## src/rtl/uart_pkg.sv

```systemverilog
// Shared types and constants for the memory-mapped UART transmitter.
// Holds the FSM state encoding, register indices and STATUS bit positions.
package uart_pkg;

    typedef enum logic [1:0] {
        ST_IDLE  = 2'd0,
        ST_START = 2'd1,
        ST_DATA  = 2'd2,
        ST_STOP  = 2'd3
    } state_t;

    localparam logic [1:0] REG_TXDATA = 2'd0;
    localparam logic [1:0] REG_STATUS = 2'd1;
    localparam logic [1:0] REG_BAUD   = 2'd2;
    localparam logic [1:0] REG_CTRL   = 2'd3;

    localparam int STAT_FULL    = 0;
    localparam int STAT_EMPTY   = 1;
    localparam int STAT_BUSY    = 2;
    localparam int STAT_OVF     = 3;
    localparam int STAT_CNT_LSB = 4;

endpackage

```

## src/rtl/fifo_sync.sv

```systemverilog
// Single-clock FIFO with registered pointers and a combinational head output.
// A push while full is accepted only when a pop happens in the same cycle.
module fifo_sync #(
    parameter int WIDTH = 8,
    parameter int DEPTH = 8,
    localparam int AW = $clog2(DEPTH),
    localparam int CW = AW + 1
) (
    input  logic             clk,
    input  logic             reset,
    input  logic             push,
    input  logic             pop,
    input  logic [WIDTH-1:0] din,
    output logic [WIDTH-1:0] dout,
    output logic             full,
    output logic             empty,
    output logic [CW-1:0]    count
);

    logic [WIDTH-1:0] mem [DEPTH];
    logic [AW-1:0]    wr_ptr;
    logic [AW-1:0]    rd_ptr;
    logic             do_push;
    logic             do_pop;

    assign full    = (count == CW'(DEPTH));
    assign empty   = (count == '0);
    assign do_pop  = pop && !empty;
    assign do_push = push && (!full || do_pop);
    assign dout    = mem[rd_ptr];

    always_ff @(posedge clk or posedge reset) begin
        if (reset) begin
            wr_ptr <= '0;
            rd_ptr <= '0;
            count  <= '0;
        end else begin
            if (do_push) wr_ptr <= wr_ptr + 1'b1;
            if (do_pop)  rd_ptr <= rd_ptr + 1'b1;
            case ({do_push, do_pop})
                2'b10:   count <= count + 1'b1;
                2'b01:   count <= count - 1'b1;
                default: count <= count;
            endcase
        end
    end

    // Storage needs no reset; only entries between the pointers are ever read.
    always_ff @(posedge clk) begin
        if (do_push) mem[wr_ptr] <= din;
    end

endmodule

```

## src/rtl/uart_tx_slave.sv

```systemverilog
// Bus slave UART transmitter: register decode, TX FIFO and an 8N1 serializer
// whose bit period is BAUD_DIV+1 clocks, latched per frame at pop time.
module uart_tx_slave
    import uart_pkg::*;
#(
    parameter int FIFO_DEPTH  = 8,
    parameter int DIV_W       = 16,
    parameter int DEFAULT_DIV = 99
) (
    input  logic        clk,
    input  logic        reset,
    input  logic        ce,
    input  logic        wr_en,
    input  logic [1:0]  addr,
    input  logic [31:0] wdata,
    output logic [31:0] rdata,
    output logic        tx
);

    localparam int CW = $clog2(FIFO_DEPTH) + 1;

    state_t           state_q, state_n;
    logic [DIV_W-1:0] cnt_q, cnt_n;
    logic [DIV_W-1:0] div_q, div_n;
    logic [2:0]       idx_q, idx_n;
    logic [7:0]       shift_q, shift_n;
    logic             tx_q, tx_n;

    logic [DIV_W-1:0] baud_div;
    logic             enable;
    logic             overflow;

    logic             push, pop, full, empty, start_ok;
    logic [7:0]       head;
    logic [CW-1:0]    count;
    logic [3:0]       cnt_disp;
    logic             unused_wdata;

    assign push         = ce && wr_en && (addr == REG_TXDATA);
    assign start_ok     = enable && !empty;
    assign tx           = tx_q;
    assign unused_wdata = ^wdata;

    fifo_sync #(.WIDTH(8), .DEPTH(FIFO_DEPTH)) u_fifo (
        .clk   (clk),
        .reset (reset),
        .push  (push),
        .pop   (pop),
        .din   (wdata[7:0]),
        .dout  (head),
        .full  (full),
        .empty (empty),
        .count (count)
    );

    // tx_n is the line level for the coming cycle, so tx leaves a flop.
    always_comb begin
        state_n = state_q;
        cnt_n   = cnt_q;
        div_n   = div_q;
        idx_n   = idx_q;
        shift_n = shift_q;
        tx_n    = tx_q;
        pop     = 1'b0;
        case (state_q)
            ST_IDLE: begin
                tx_n = 1'b1;
                if (start_ok) begin
                    pop     = 1'b1;
                    shift_n = head;
                    cnt_n   = baud_div;
                    div_n   = baud_div;
                    tx_n    = 1'b0;
                    state_n = ST_START;
                end
            end
            ST_START: begin
                if (cnt_q == '0) begin
                    cnt_n   = div_q;
                    idx_n   = 3'd0;
                    tx_n    = shift_q[0];
                    state_n = ST_DATA;
                end else begin
                    cnt_n = cnt_q - 1'b1;
                end
            end
            ST_DATA: begin
                if (cnt_q == '0) begin
                    cnt_n = div_q;
                    if (idx_q == 3'd7) begin
                        tx_n    = 1'b1;
                        state_n = ST_STOP;
                    end else begin
                        idx_n   = idx_q + 1'b1;
                        shift_n = shift_q >> 1;
                        tx_n    = shift_q[1];
                    end
                end else begin
                    cnt_n = cnt_q - 1'b1;
                end
            end
            ST_STOP: begin
                if (cnt_q == '0) begin
                    if (start_ok) begin
                        pop     = 1'b1;
                        shift_n = head;
                        cnt_n   = baud_div;
                        div_n   = baud_div;
                        tx_n    = 1'b0;
                        state_n = ST_START;
                    end else begin
                        tx_n    = 1'b1;
                        state_n = ST_IDLE;
                    end
                end else begin
                    cnt_n = cnt_q - 1'b1;
                end
            end
            default: begin
                tx_n    = 1'b1;
                state_n = ST_IDLE;
            end
        endcase
    end

    always_ff @(posedge clk or posedge reset) begin
        if (reset) begin
            state_q <= ST_IDLE;
            cnt_q   <= '0;
            div_q   <= '0;
            idx_q   <= '0;
            shift_q <= '0;
            tx_q    <= 1'b1;
        end else begin
            state_q <= state_n;
            cnt_q   <= cnt_n;
            div_q   <= div_n;
            idx_q   <= idx_n;
            shift_q <= shift_n;
            tx_q    <= tx_n;
        end
    end

    always_ff @(posedge clk or posedge reset) begin
        if (reset) begin
            baud_div <= DIV_W'(DEFAULT_DIV);
            enable   <= 1'b1;
            overflow <= 1'b0;
        end else begin
            if (ce && wr_en) begin
                case (addr)
                    REG_BAUD:   baud_div <= wdata[DIV_W-1:0];
                    REG_CTRL:   enable   <= wdata[0];
                    REG_STATUS: if (wdata[STAT_OVF]) overflow <= 1'b0;
                    default:    ;
                endcase
            end
            if (push && full && !pop) overflow <= 1'b1;
        end
    end

    always_comb begin
        cnt_disp = (32'(count) > 15) ? 4'hF : 4'(count);
    end

    always_comb begin
        rdata = '0;
        if (ce) begin
            case (addr)
                REG_STATUS: begin
                    rdata[STAT_FULL]                  = full;
                    rdata[STAT_EMPTY]                 = empty;
                    rdata[STAT_BUSY]                  = (state_q != ST_IDLE);
                    rdata[STAT_OVF]                   = overflow;
                    rdata[STAT_CNT_LSB+3:STAT_CNT_LSB] = cnt_disp;
                end
                REG_BAUD: rdata[DIV_W-1:0] = baud_div;
                REG_CTRL: rdata[0]         = enable;
                default:  rdata = '0;
            endcase
        end
    end

endmodule

```

## config.mk

```make
export PLATFORM = sky130hd
export DESIGN_NAME = uart_tx_slave
export DESIGN_NICKNAME = d
export VERILOG_FILES = /design/src/rtl/uart_pkg.sv /design/src/rtl/fifo_sync.sv /design/src/rtl/uart_tx_slave.sv
export SDC_FILE = /design/constraint.sdc
export NUM_CORES = 1
export LEC_CHECK = 0
export CAP_MARGIN = 5
export CORE_MARGIN = 2
export CORE_UTILIZATION = 30
export DETAILED_ROUTE_END_ITERATION = 10
export GPL_TIMING_DRIVEN = 1
export PLACE_DENSITY_LB_ADDON = 0.3
export SLEW_MARGIN = 40
export SYNTH_ARGS = -nofsm -noshare
export SYNTH_HDL_FRONTEND = slang
export SYNTH_SLANG_ARGS = --single-unit
```

## constraint.sdc

```tcl
create_clock -name clk -period 4.75 [get_ports clk]
set_clock_uncertainty 0.1 [all_clocks]
set_input_delay 1.425 -clock clk [delete_from_list [all_inputs] [get_ports clk]]
set_output_delay 1.425 -clock clk [all_outputs]
set_load 0.02 [all_outputs]
```

* After elaboration in Yosys (flattened, before gate mapping) *
Memories as Yosys holds them, arrays and structs flattened.
Index checks and enable logic that the tools add are counted.

word-level totals
  register bits after elaboration = 74
  memory bits (writable) = 64
  input bits = 38
  output and inout port bits = 33
  word-level logic and storage cells = 110
  memories kept = 1

operators by class
  add/sub/neg operators = 6
  eq/ne operators = 16
  mux-type cells = 43
  reductions and logical operators = 32

memories
  memory      depth  bits a word  rd ports  clocked after Yosys merged registers in  write ports  RTL line         RTL
  u_fifo.mem  8      8            1         0                                        1            fifo_sync.sv:20  logic [WIDTH-1:0] mem [DEPTH];

operators by type and width
  kind                   number
  $mux 16                6
  $pmux 16 s3            1
  $mux 8                 5
  $pmux 16 s2            1
  $pmux 8 s3             1
  $logic_not 16->1       1
  $sub 16x1->16 const B  1
  $mux 1                 14
  $pmux 7 s2             1
  $reduce_bool 2->1      7
  $ne 2x2->1 const B     6
  $eq 2x2->1 const B     5
  $mux 2                 5
  $add 3x1->3 const B    3
  $mux 3                 3
  $pmux 2 s4             1
  $pmux 4 s2             1
  $reduce_and 4->1       2
  $logic_and 1x1->1      7
  $eq 2x1->1 const B     3
  $pmux 3 s2             1
  $reduce_and 2->1       3
  $reduce_and 3->1       2
  $reduce_and 5->1       1
  13 further kinds       16

* Logic depth before layout (Yosys ltp) *
Gate-level depths: netlist of run 1.

  depth in word-level cells = 11
  mapped depth = 10
  gate-level depth less buffers = 10

* Modules after synthesis *
From an unflattened synthesis of run 1, not the netlist that was laid out.

second synthesis, totals
  cell total of the unflattened synthesis = 521
  area, all modules = 6,786.5 um^2

by module, submodules not included
  module         instances  cells each  area an instance (um^2)  seq. area each (um^2)
  uart_tx_slave  1          356         3,651.0                  1,609.0
  fifo_sync      1          165         3,135.5                  2,172.1

* Worst setup path after synthesis of run 1 *
Ideal clock, no wire load.

  path type = input to output
  from = input addr[1]
  to = output rdata[0]
  arrival time = 2.528 ns
  data required time = 3.225 ns
  slack = 0.697 ns
  stages on the path = 5
  buffers on the path = 1
  path through = inv_1 > ha_1 > clkbuf_1 > a222oi_1 > nor3b_1

between the ends
  cells in the longest elaborated chain, start to end = 3
  elaborated cells on any way between the ends = 5

ends and longest elaborated chain
  element                                   RTL line              RTL
  start, declared                           uart_tx_slave.sv:14   input logic [1:0] addr,
  $eq 2x2->1 or $eq 2x1->1 (tied branches)  uart_tx_slave.sv:169  case (addr)
  $pmux 1 s3 *                              uart_tx_slave.sv:169
  $mux 16 *                                 uart_tx_slave.sv:168  if (ce) begin
  end, declared                             uart_tx_slave.sv:16   output logic [31:0] rdata,

Every way passes the cells marked *; elsewhere a longest branch is shown, timed or not.

* Worst setup path after layout of run 1 *
  from = input addr[1]
  to = output rdata[6]

between the ends
  cells in the longest elaborated chain, start to end = 3
  elaborated cells on any way between the ends = 4

ends and longest elaborated chain
  element                                   RTL line
  $eq 2x2->1 or $eq 2x1->1 (tied branches)  uart_tx_slave.sv:169
  $pmux 7 s2 *                              uart_tx_slave.sv:169
  $mux 16 *                                 uart_tx_slave.sv:168

Marked as above.

==> results of run 1 <==
==> cells by family after synthesis <==
kind of cell	synth area share
other	0.000537
multiplexers	0.139
AND/OR/NAND/NOR	0.111
AO/OA/AOI/OAI	0.108
adder cells (fa/ha/maj)	0.0305
XOR/XNOR	0.0213
flip-flops	0.542
buffers and inverters	0.0479
==> power groups by stage <==
stage               logic [mW]  registers [mW]  clock network [mW]
floorplan                 1.52            1.76                   0
global placement          1.74            1.95                   0
detailed placement        1.79            1.96                   0
CTS                       1.79            1.94                1.32
global route              1.99            1.99                1.37
finish                    1.80            1.94                1.29
==> what timing repair did <==
item,in CTS,in global routing
gates resized for setup,16,0
setup endpoints to repair,16,0
hold buffers,0,0
==> metal layers <==
layer | up-vias | share of wire | GRT usage
met5 | - | 0 | 0
met4 | 0 | 0.020 | 0.0555
met3 | 23 | 0.032 | 0.0321
met2 | 127 | 0.48 | 0.221
met1 | 2329 | 0.46 | 0.183
li1 | 2179 | - | -
==> layout make-up <==
class	count	area [um^2]	share of cell area
timing repair buffer	62	541	0.0656
multi-input combinational	381	2950	0.358
clock inverter	14	149	0.0181
inverter	11	41.3	0.00501
clock buffer	17	425	0.0516
tap	285	357	0.0433
sequential	138	3780	0.459
==> registers in the layout, indices dropped and copies added, names as in the netlist <==
name and count:
u_fifo.mem 64, enable 1, idx_q 3, state_q 2
u_fifo.wr_ptr 3, tx 1, u_fifo.count 4, div_q 16
shift_q 8, u_fifo.rd_ptr 3, cnt_q 16, baud_div 16
overflow 1
==> metrics by stage <==
step,power [mW],utilization
final,5.03,0.363
after global routing,5.35,0.363
after CTS,5.06,0.362
after detailed placement,3.75,0.338
after global placement,3.68,0.338
after floorplan,3.29,-
==> synth_stat cells (3+ instances only) <==
cell type / number
clkbuf_1: 21
a221oi_1: 6
buf_2: 9
nor3b_1: 3
nor2_1: 47
mux4_2: 16
buf_4: 18
mux2_2: 45
a211oi_1: 3
buf_6: 3
nand4_1: 6
o22a_1: 7
xnor2_1: 9
o21ai_0: 26
nor4_4: 3
or3_1: 4
and3_1: 11
inv_1: 11
dfstp_2: 6
mux2i_1: 9
a21oi_1: 24
dfrtp_1: 68
nor3_1: 11
o21a_1: 4
ha_1: 17
nand3_1: 15
a22oi_1: 7
o22ai_1: 6
nand2_1: 37
xor2_1: 8
nand2b_1: 3
edfxtp_1: 64
==> worst paths after layout <==
| kind | from | end | slack (ps) | depth (start not counted) |
|---|---|---|---|---|
| max in group asynchronous | reset | u_fifo.count[2]$_DFFE_PP0P_ | 2480 | 3 |
| worst min register to register | div_q[15]$_DFFE_PP0P_ | div_q[15]$_DFFE_PP0P_ | 410 | 1 |
| min in group asynchronous | reset | idx_q[0]$_DFFE_PP0P_ | 1270 | 2 |
| worst min-delay path | div_q[15]$_DFFE_PP0P_ | div_q[15]$_DFFE_PP0P_ | 410 | 1 |
| worst max register to register | state_q[0]$_DFFE_PP0P_ | u_fifo.mem[4][2]$_DFFE_PP_ | 1540 | 8 |
| worst max-delay path | addr[1] | rdata[6] | 110 | 8 |
==> results.json, run 1 <==
{
  "setup_ws_ps": 108,
  "synth-seq-area-share": 0.542,
  "syn_to_final_growth_pct": 18.1,
  "drt_iter0_drc": 304,
  "antenna_found_initial": 0,
  "slew_violations": 0,
  "cp-end-kind": "primary output",
  "vdd_ir_drop_max_uv": 292,
  "cts_buffers": 17,
  "p_leak_nw": 3.25,
  "port_buffers": 38,
  "cp_num_buf_inv": 5,
  "syn_area_per_cell_um2": 12.3,
  "grt_pass1_vias": 4689,
  "grt_pass1_wl_um": 25700,
  "post-cts-setup-buffers": 0,
  "p_int_mw": 3.18,
  "firstDrtPassIters": 5,
  "cts.path.max_buffers": 2,
  "core_area_um2": 22700,
  "ys_top_cells_by_area": "edfxtp_1 (28%), dfrtp_1 (24%), mux2_2 (7.3%)",
  "rows": 55,
  "crit_arrival_ps": 3120,
  "dpl.cell_count": 877,
  "async_flop_share": 0.536,
  "final_cell_area_um2": 8240,
  "synth.top_cell.area_share": 0.275,
  "track_usage": 0.139,
  "crit_fanout": 5,
  "synth_edf_count": 64,
  "slew_headroom": 0.441,
  "cts_root_buffer": "clkbuf_16",
  "hp-class": "flip-flop to flip-flop",
  "synthCells": 566,
  "tightestPinTransition_ps": 836,
  "cp_cell_sequence": "clkdlybuf4s50_1 > inv_1 > buf_4 > ha_1 > buf_4 > a22oi_1 > nor2_1 > dlygate4sd2_1",
  "num-fill-cells": 2184,
  "routedWlPerCell_um": 17.6,
  "start_kind": "input port",
  "layout.cells.non_filler": 908,
  "run_status": "completed",
  "slowest_delay_ps": 490,
  "cts-htree-levels": 4,
  "fin_crit_ps": 4640,
  "nNetsFinal": 666,
  "viasPerCell": 5.13,
  "cts_tree": "built",
  "hold_violations": 0,
  "path_clk_slew_ps": 60,
  "final_common_cell": "dfrtp_1",
  "finalCritPeriodShare": 0.977,
  "comb_power_share": 0.358,
  "crit_type": "input port to primary output",
  "path_common_cell": "buf_4",
  "pre_cts_ws_ps": -123,
  "post-route-drc-count": 0,
  "gp_congestion": 0.831,
  "ant_nets": 0,
  "initial_core_util": 0.307,
  "dieWidth_um": 157,
  "synth_cell_types": 63,
  "rsz0062_at_grt": "false",
  "drive_gt1_frac": 0.226,
  "setup_tns_ps": 0,
  "crit_family": "buffers and inverters",
  "timing.fmax_mhz": 215,
  "required_ps": 3220,
  "p_clk_frac": 0.256,
  "synth_top_area_cell": "edfxtp_1",
  "grt_max_degree": 33,
  "io_pins": 71,
  "switching_power_mw": 1.85,
  "crit_slowest_cell": "clkdlybuf4s50_1",
  "cts_num_sinks": 138,
  "dp_hpwl_um": 10900,
  "layout_common_cells": "dfrtp_1 (67), edfxtp_1 (64), mux2_2 (45), nor2_1 (45), nand2_1 (37)",
  "maxCapViolations": 0,
  "die_area_um2": 24500,
  "drt_wl_total_um": 16000,
  "yosys_warnings": 0,
  "finalSetupViolCount": 0,
  "place_area_um2": 7680,
  "whs_ps": 407,
  "fp.dieH_um": 157,
  "clkLatencyLatePin_ps": 420,
  "ys.flop_type": "dfrtp_1",
  "p_sw_frac": 0.367,
  "vias": 4658,
  "insertedDiodeCount": 0,
  "syn_area_um2": 6980,
  "pwr-share-seq": 0.386,
  "ys_ff_latch": 138,
  "power.density_nw_per_um2": 610,
  "grt_overflow": 0
}
(Power assumes the default switching activity.)
==> run 2: changes to the inputs <==
--- a/config.mk
+++ b/config.mk
@@ -11,6 +11,7 @@
 export DETAILED_ROUTE_END_ITERATION = 10
 export GPL_TIMING_DRIVEN = 1
 export PLACE_DENSITY_LB_ADDON = 0.3
+export SKIP_LAST_GASP = 1
 export SLEW_MARGIN = 40
 export SYNTH_ARGS = -nofsm -noshare
 export SYNTH_HDL_FRONTEND = slang
==> constraint.sdc (replaced) <==
create_clock -name clk -period 5.1 [get_ports clk]
set_clock_uncertainty 0.1 [all_clocks]
set_input_delay 1.53 -clock clk [delete_from_list [all_inputs] [get_ports clk]]
set_output_delay 1.53 -clock clk [all_outputs]
set_load 0.02 [all_outputs]
==> run 2 against run 1 <==
Sequential cell count unchanged. Routed wire length rose by 0.60%. Count of clock-buffer cells in the layout unchanged. Global-route usage is 0.055 points higher. Hold slack got worse by 19 ps. Cell count decreased by 0.55%. Design area fell by 0.11%. Sequential share of layout area about the same. Register-to-register slack improved by 230 ps. Clock power fell by 9%. Die area stayed put. Critical endpoint is now rdata[2]. Largest cell class unchanged. Highest routed layer unchanged.
==> results.json, run 2 (synthesis results as in run 1) <==
{
  "run_status": "completed",
  "hp-class": "flip-flop to flip-flop",
  "drt_iter0_drc": 377,
  "antenna_found_initial": 0,
  "drive_gt1_frac": 0.225,
  "rsz0062_at_grt": "false",
  "vdd_ir_drop_max_uv": 285,
  "wl_met1_um": 7650,
  "dp_hpwl_um": 10800,
  "start_kind": "input port",
  "comb_power_share": 0.360,
  "pwr-share-seq": 0.386,
  "holdBufCountCts": 0,
  "cp_cell_sequence": "clkdlybuf4s50_1 > inv_1 > ha_1 > nand2_1 > a21oi_1 > clkdlybuf4s50_1",
  "cts_tree": "built",
  "layout.cells.non_filler": 903,
  "routedWlPerCell_um": 17.8,
  "cts_buffers": 17,
  "cts_root_buffer": "clkbuf_16",
  "fp.dieH_um": 157,
  "p_clk_frac": 0.253,
  "final_common_cell": "dfrtp_1",
  "grt_pass1_vias": 4771,
  "cp_num_buf_inv": 3,
  "clkLatencyLatePin_ps": 420,
  "grt_pass1_wl_um": 26200,
  "power.density_nw_per_um2": 568,
  "drt_wl_total_um": 16100,
  "post-route-drc-count": 0,
  "ant_nets": 0,
  "maxCapViolations": 0,
  "cts_num_sinks": 138,
  "io_pins": 71,
  "layout_common_cells": "dfrtp_1 (67), edfxtp_1 (64), mux2_2 (45), nor2_1 (43), nand2_1 (37)",
  "crit_slowest_cell": "clkdlybuf4s50_1",
  "port_buffers": 38,
  "path_clk_slew_ps": 60,
  "p_leak_nw": 3.24,
  "crit_type": "input port to primary output",
  "core_area_um2": 22700,
  "path_common_cell": "clkdlybuf4s50_1",
  "finalCritPeriodShare": 0.989,
  "crit_family": "buffers and inverters",
  "slew_headroom": 0.480,
  "dpl.cell_count": 871,
  "p_int_mw": 2.93,
  "setup_ws_ps": 56.5,
  "vias": 4653,
  "grt_overflow": 0,
  "finalSetupViolCount": 0,
  "p_sw_frac": 0.373,
  "slew_violations": 0,
  "fin_crit_ps": 5040,
  "insertedDiodeCount": 0,
  "viasPerCell": 5.15,
  "dieWidth_um": 157,
  "num-fill-cells": 2219,
  "nNetsFinal": 660,
  "pre_cts_ws_ps": -46.3,
  "dr.max_layer_used": "met4",
  "switching_power_mw": 1.75,
  "gp_congestion": 0.823,
  "cts-htree-levels": 4,
  "hold_violations": 0,
  "die_area_um2": 24500,
  "regMostFlops": "u_fifo.mem",
  "met3_length_um": 579,
  "crit_fanout": 3,
  "firstDrtPassIters": 5,
  "syn_to_final_growth_pct": 18.0,
  "largest_register_ffs": 64,
  "track_usage": 0.139,
  "met2_length_um": 7690,
  "initial_core_util": 0.307,
  "grt_max_degree": 75,
  "crit_arrival_ps": 3410,
  "tightestPinTransition_ps": 769,
  "timing.fmax_mhz": 198,
  "required_ps": 3470,
  "slowest_delay_ps": 680,
  "cp-end-kind": "primary output",
  "cts.path.max_buffers": 2,
  "rows": 55
}
run 2: cell count changes in the layout (fill, tap and decap cells not counted), sizes merged:
cell	before	now
buf	24	18
bufinv	2	1
clkdlybuf4s50	22	31
clkinv	6	5
clkinvlp	3	2
dlygate4sd2	16	2
dlymetal6s2s	0	5
inv	14	18
run 2: tightest hold or removal path: cells and delay by family (launching register included):
| kind | cells | cell delay (ps) |
|---|---|---|
| AND/OR/NAND/NOR | 1 | 50 |
| flip-flops | 1 | 340 |
| AO/OA/AOI/OAI | 1 | 60 |
run 2: metrics by stage:
stage           util  cell area [um^2]  TNS (ps)  total power, mW  hold slack (ps)
6_report       0.363              8230         0             4.68              388
5_1_grt        0.363              8230         0             5.00              430
4_1_cts        0.361              8210     -11.9             4.70              392
3_5_place_dp   0.336              7640     -82.3             3.50              379
2_1_floorplan      -              7030         0             3.06              348
3_3_place_gp   0.336              7620     -3.95             3.42              369
run 2: timing repair:
item / CTS / global route
buffers inserted: 0 / 0
cloned: 0 / 0
setup endpoints to repair: 4 / 5
resized for setup: 4 / 5
run 2: layout make-up:
class	instances	area (um^2)	area share
tap	285	357	0.0433
sequential	138	3780	0.459
clock inverter	15	141	0.0172
multi-input combinational	381	2960	0.359
clock buffer	17	425	0.0517
inverter	11	41.3	0.00502
timing repair buffer	56	529	0.0643
run 2: routing by layer:
layer  global-route usage  vias up
li1                     -     2160
met4               0.0498        0
met3               0.0296       13
met2                0.219      113
met1                0.190     2367
met5                    0        -
run 2: final timing paths:
kind | start | endpoint | slack [ps] | depth (start not counted)
worst max-delay path | addr[1] | rdata[2] | 60 | 6
worst min-delay path | overflow$_DFFE_PP0P_ | overflow$_DFFE_PP0P_ | 390 | 2
worst max register to register | state_q[0]$_DFFE_PP0P_ | u_fifo.mem[3][5]$_DFFE_PP_ | 1770 | 6
worst min register to register | overflow$_DFFE_PP0P_ | overflow$_DFFE_PP0P_ | 390 | 2
max in group asynchronous | reset | u_fifo.rd_ptr[0]$_DFFE_PP0P_ | 2880 | 3
min in group asynchronous | reset | shift_q[2]$_DFFE_PP0P_ | 1520 | 3
run 2: power groups by stage:
stage	Clock, mW	Combinational [mW]	Sequential [mW]
finish	1.18	1.68	1.81
detailed placement	0	1.67	1.83
global placement	0	1.61	1.81
CTS	1.21	1.67	1.81
global route	1.27	1.87	1.87
floorplan	0	1.42	1.64
==> run 3: changes to the inputs <==
--- a/config.mk
+++ b/config.mk
@@ -7,7 +7,7 @@
 export LEC_CHECK = 0
 export CAP_MARGIN = 5
 export CORE_MARGIN = 2
-export CORE_UTILIZATION = 30
+export CORE_UTILIZATION = 57
 export DETAILED_ROUTE_END_ITERATION = 10
 export GPL_TIMING_DRIVEN = 1
 export PLACE_DENSITY_LB_ADDON = 0.3
==> run 3 against run 2 <==
Hold slack improved by 11 ps. First-iteration DRC count up 11%. Sequential power is essentially flat. Count of clock-buffer cells in the layout stayed put. Critical path depth unchanged. Register-to-register slack worse by 30 ps. Routed wire length shrank 7.5%. Fmax about the same. Sequential share of layout area is 1.1 points higher.
==> results.json, run 3 (synthesis results as in run 1) <==
{
  "maxCapViolations": 0,
  "insertedDiodeCount": 0,
  "final_cell_area_um2": 8040,
  "routedWlPerCell_um": 19.6,
  "port_buffers": 38,
  "fin_util": 0.672,
  "timing.rr.end": "u_fifo.mem[5][0]$_DFFE_PP_",
  "initial_core_util": 0.583,
  "critPathLaunch": "addr[0]",
  "timing.fmax_mhz": 198,
  "path_clk_slew_ps": 60,
  "die_area_um2": 13100,
  "drt_wl_total_um": 14900,
  "dp_hpwl_um": 9930,
  "grt_overflow": 0,
  "crit_arrival_ps": 3410,
  "nNetsFinal": 656,
  "drt_iter0_drc": 417,
  "io_pins": 71,
  "cp-endpoint": "rdata[6]",
  "post-route-drc-count": 0,
  "fp.dieH_um": 115,
  "core_area_um2": 12000,
  "cts_tree": "built",
  "rows": 40,
  "crit_fanout": 7,
  "hp-class": "flip-flop to flip-flop",
  "start_kind": "input port",
  "cts.path.max_buffers": 2,
  "final_common_cell": "dfrtp_1",
  "track_usage": 0.246,
  "tightestPinTransition_ps": 825,
  "num-fill-cells": 862,
  "viasPerCell": 6.21,
  "hold_violations": 0,
  "regMostFlops": "u_fifo.mem",
  "grt_pass1_wl_um": 24500,
  "slew_violations": 0,
  "vias": 4724,
  "syn_to_final_growth_pct": 15.3,
  "drive_gt1_frac": 0.215,
  "cts_num_sinks": 138,
  "power.density_nw_per_um2": 582,
  "worst-r2r-setup-slack_ps": 1740,
  "vdd_ir_drop_max_uv": 356,
  "reg2reg_depth": 6,
  "p_leak_nw": 3.22,
  "place_area_um2": 7430,
  "hold_depth": 2,
  "clkLatencyLatePin_ps": 420,
  "required_ps": 3470,
  "antenna_found_initial": 0,
  "grt_max_degree": 38,
  "finalCritPeriodShare": 0.989,
  "rsz0062_at_grt": "false",
  "crit_type": "input port to primary output",
  "regToRegStartpoint": "state_q[1]$_DFFE_PP0P_",
  "gp_congestion": 0.891,
  "cts-htree-levels": 4,
  "ant_nets": 0,
  "dieWidth_um": 115,
  "run_status": "completed",
  "cts_buffers": 17,
  "fin_crit_ps": 5040,
  "finalSetupViolCount": 0,
  "layout_common_cells": "dfrtp_1 (67), edfxtp_1 (64), mux2_2 (45), nor2_1 (44), nand2_1 (37)",
  "cp-end-kind": "primary output",
  "slew_headroom": 0.449,
  "firstDrtPassIters": 5,
  "largest_register_ffs": 64,
  "grt_pass1_vias": 4626,
  "cts_root_buffer": "clkbuf_16"
}
run 3: cell type report:
cell class,count,area [um^2],share of cell area
Inverter,11,42.5,0.00529
Clock buffer,17,425,0.0529
Clock inverter,15,164,0.0204
Sequential cell,138,3780,0.470
Timing Repair Buffer,52,498,0.0619
Multi-Input combinational cell,381,2950,0.366
Tap cell,147,184,0.0229
run 3: metal layers:
metal  vias to the layer above  track usage  routed length [um]
li1                       2153            -                   -
met1                      2382        0.353                6520
met2                       169        0.372                7110
met3                        20       0.0641                1070
met4                         0       0.0780                 190
met5                         -            0                   0
run 3: critical path, cell delays in order:
cell and delay, ps:
clkdlybuf4s50_1 530, inv_1 100, ha_1 290, nand2_1 160, nor2_1 170, clkdlybuf4s50_1 630
run 3: what timing repair did:
item	4_1_cts	5_1_grt
resized for setup	1	5
setup endpoints to repair	1	5
gates cloned	0	0
buffers inserted	0	0
hold buffers	0	0
run 3: worst min-delay path by stage:
| stage | slack (ps) | end | start |
|---|---|---|---|
| after detailed placement | 380 | overflow$_DFFE_PP0P_ | overflow$_DFFE_PP0P_ |
| after CTS | 390 | overflow$_DFFE_PP0P_ | overflow$_DFFE_PP0P_ |
| final | 400 | overflow$_DFFE_PP0P_ | overflow$_DFFE_PP0P_ |
| after floorplan | 350 | overflow$_DFFE_PP0P_ | overflow$_DFFE_PP0P_ |
| after global placement | 370 | overflow$_DFFE_PP0P_ | overflow$_DFFE_PP0P_ |
| after global routing | 420 | shift_q[3]$_DFFE_PP0P_ | shift_q[3]$_DFFE_PP0P_ |
run 3: per-stage QoR:
step	power, mW	setup TNS, ps	worst slack (ps)	instances	hold WS [ps]
floorplan	3.06	0	837	581	348
global placement	3.36	0	64.6	729	365
detailed placement	3.45	-6.26	-6.26	729	377
CTS	4.67	0	15.8	761	390
global route	4.96	0	0.432	761	423
finish	4.68	0	57.0	761	399
run 3: power by group:
part | leakage [nW] | switching [mW] | internal, mW | total, mW
registers | 1.47 | 0.372 | 1.44 | 1.81
clock network | 0.284 | 0.485 | 0.728 | 1.21
logic | 1.47 | 0.851 | 0.805 | 1.66
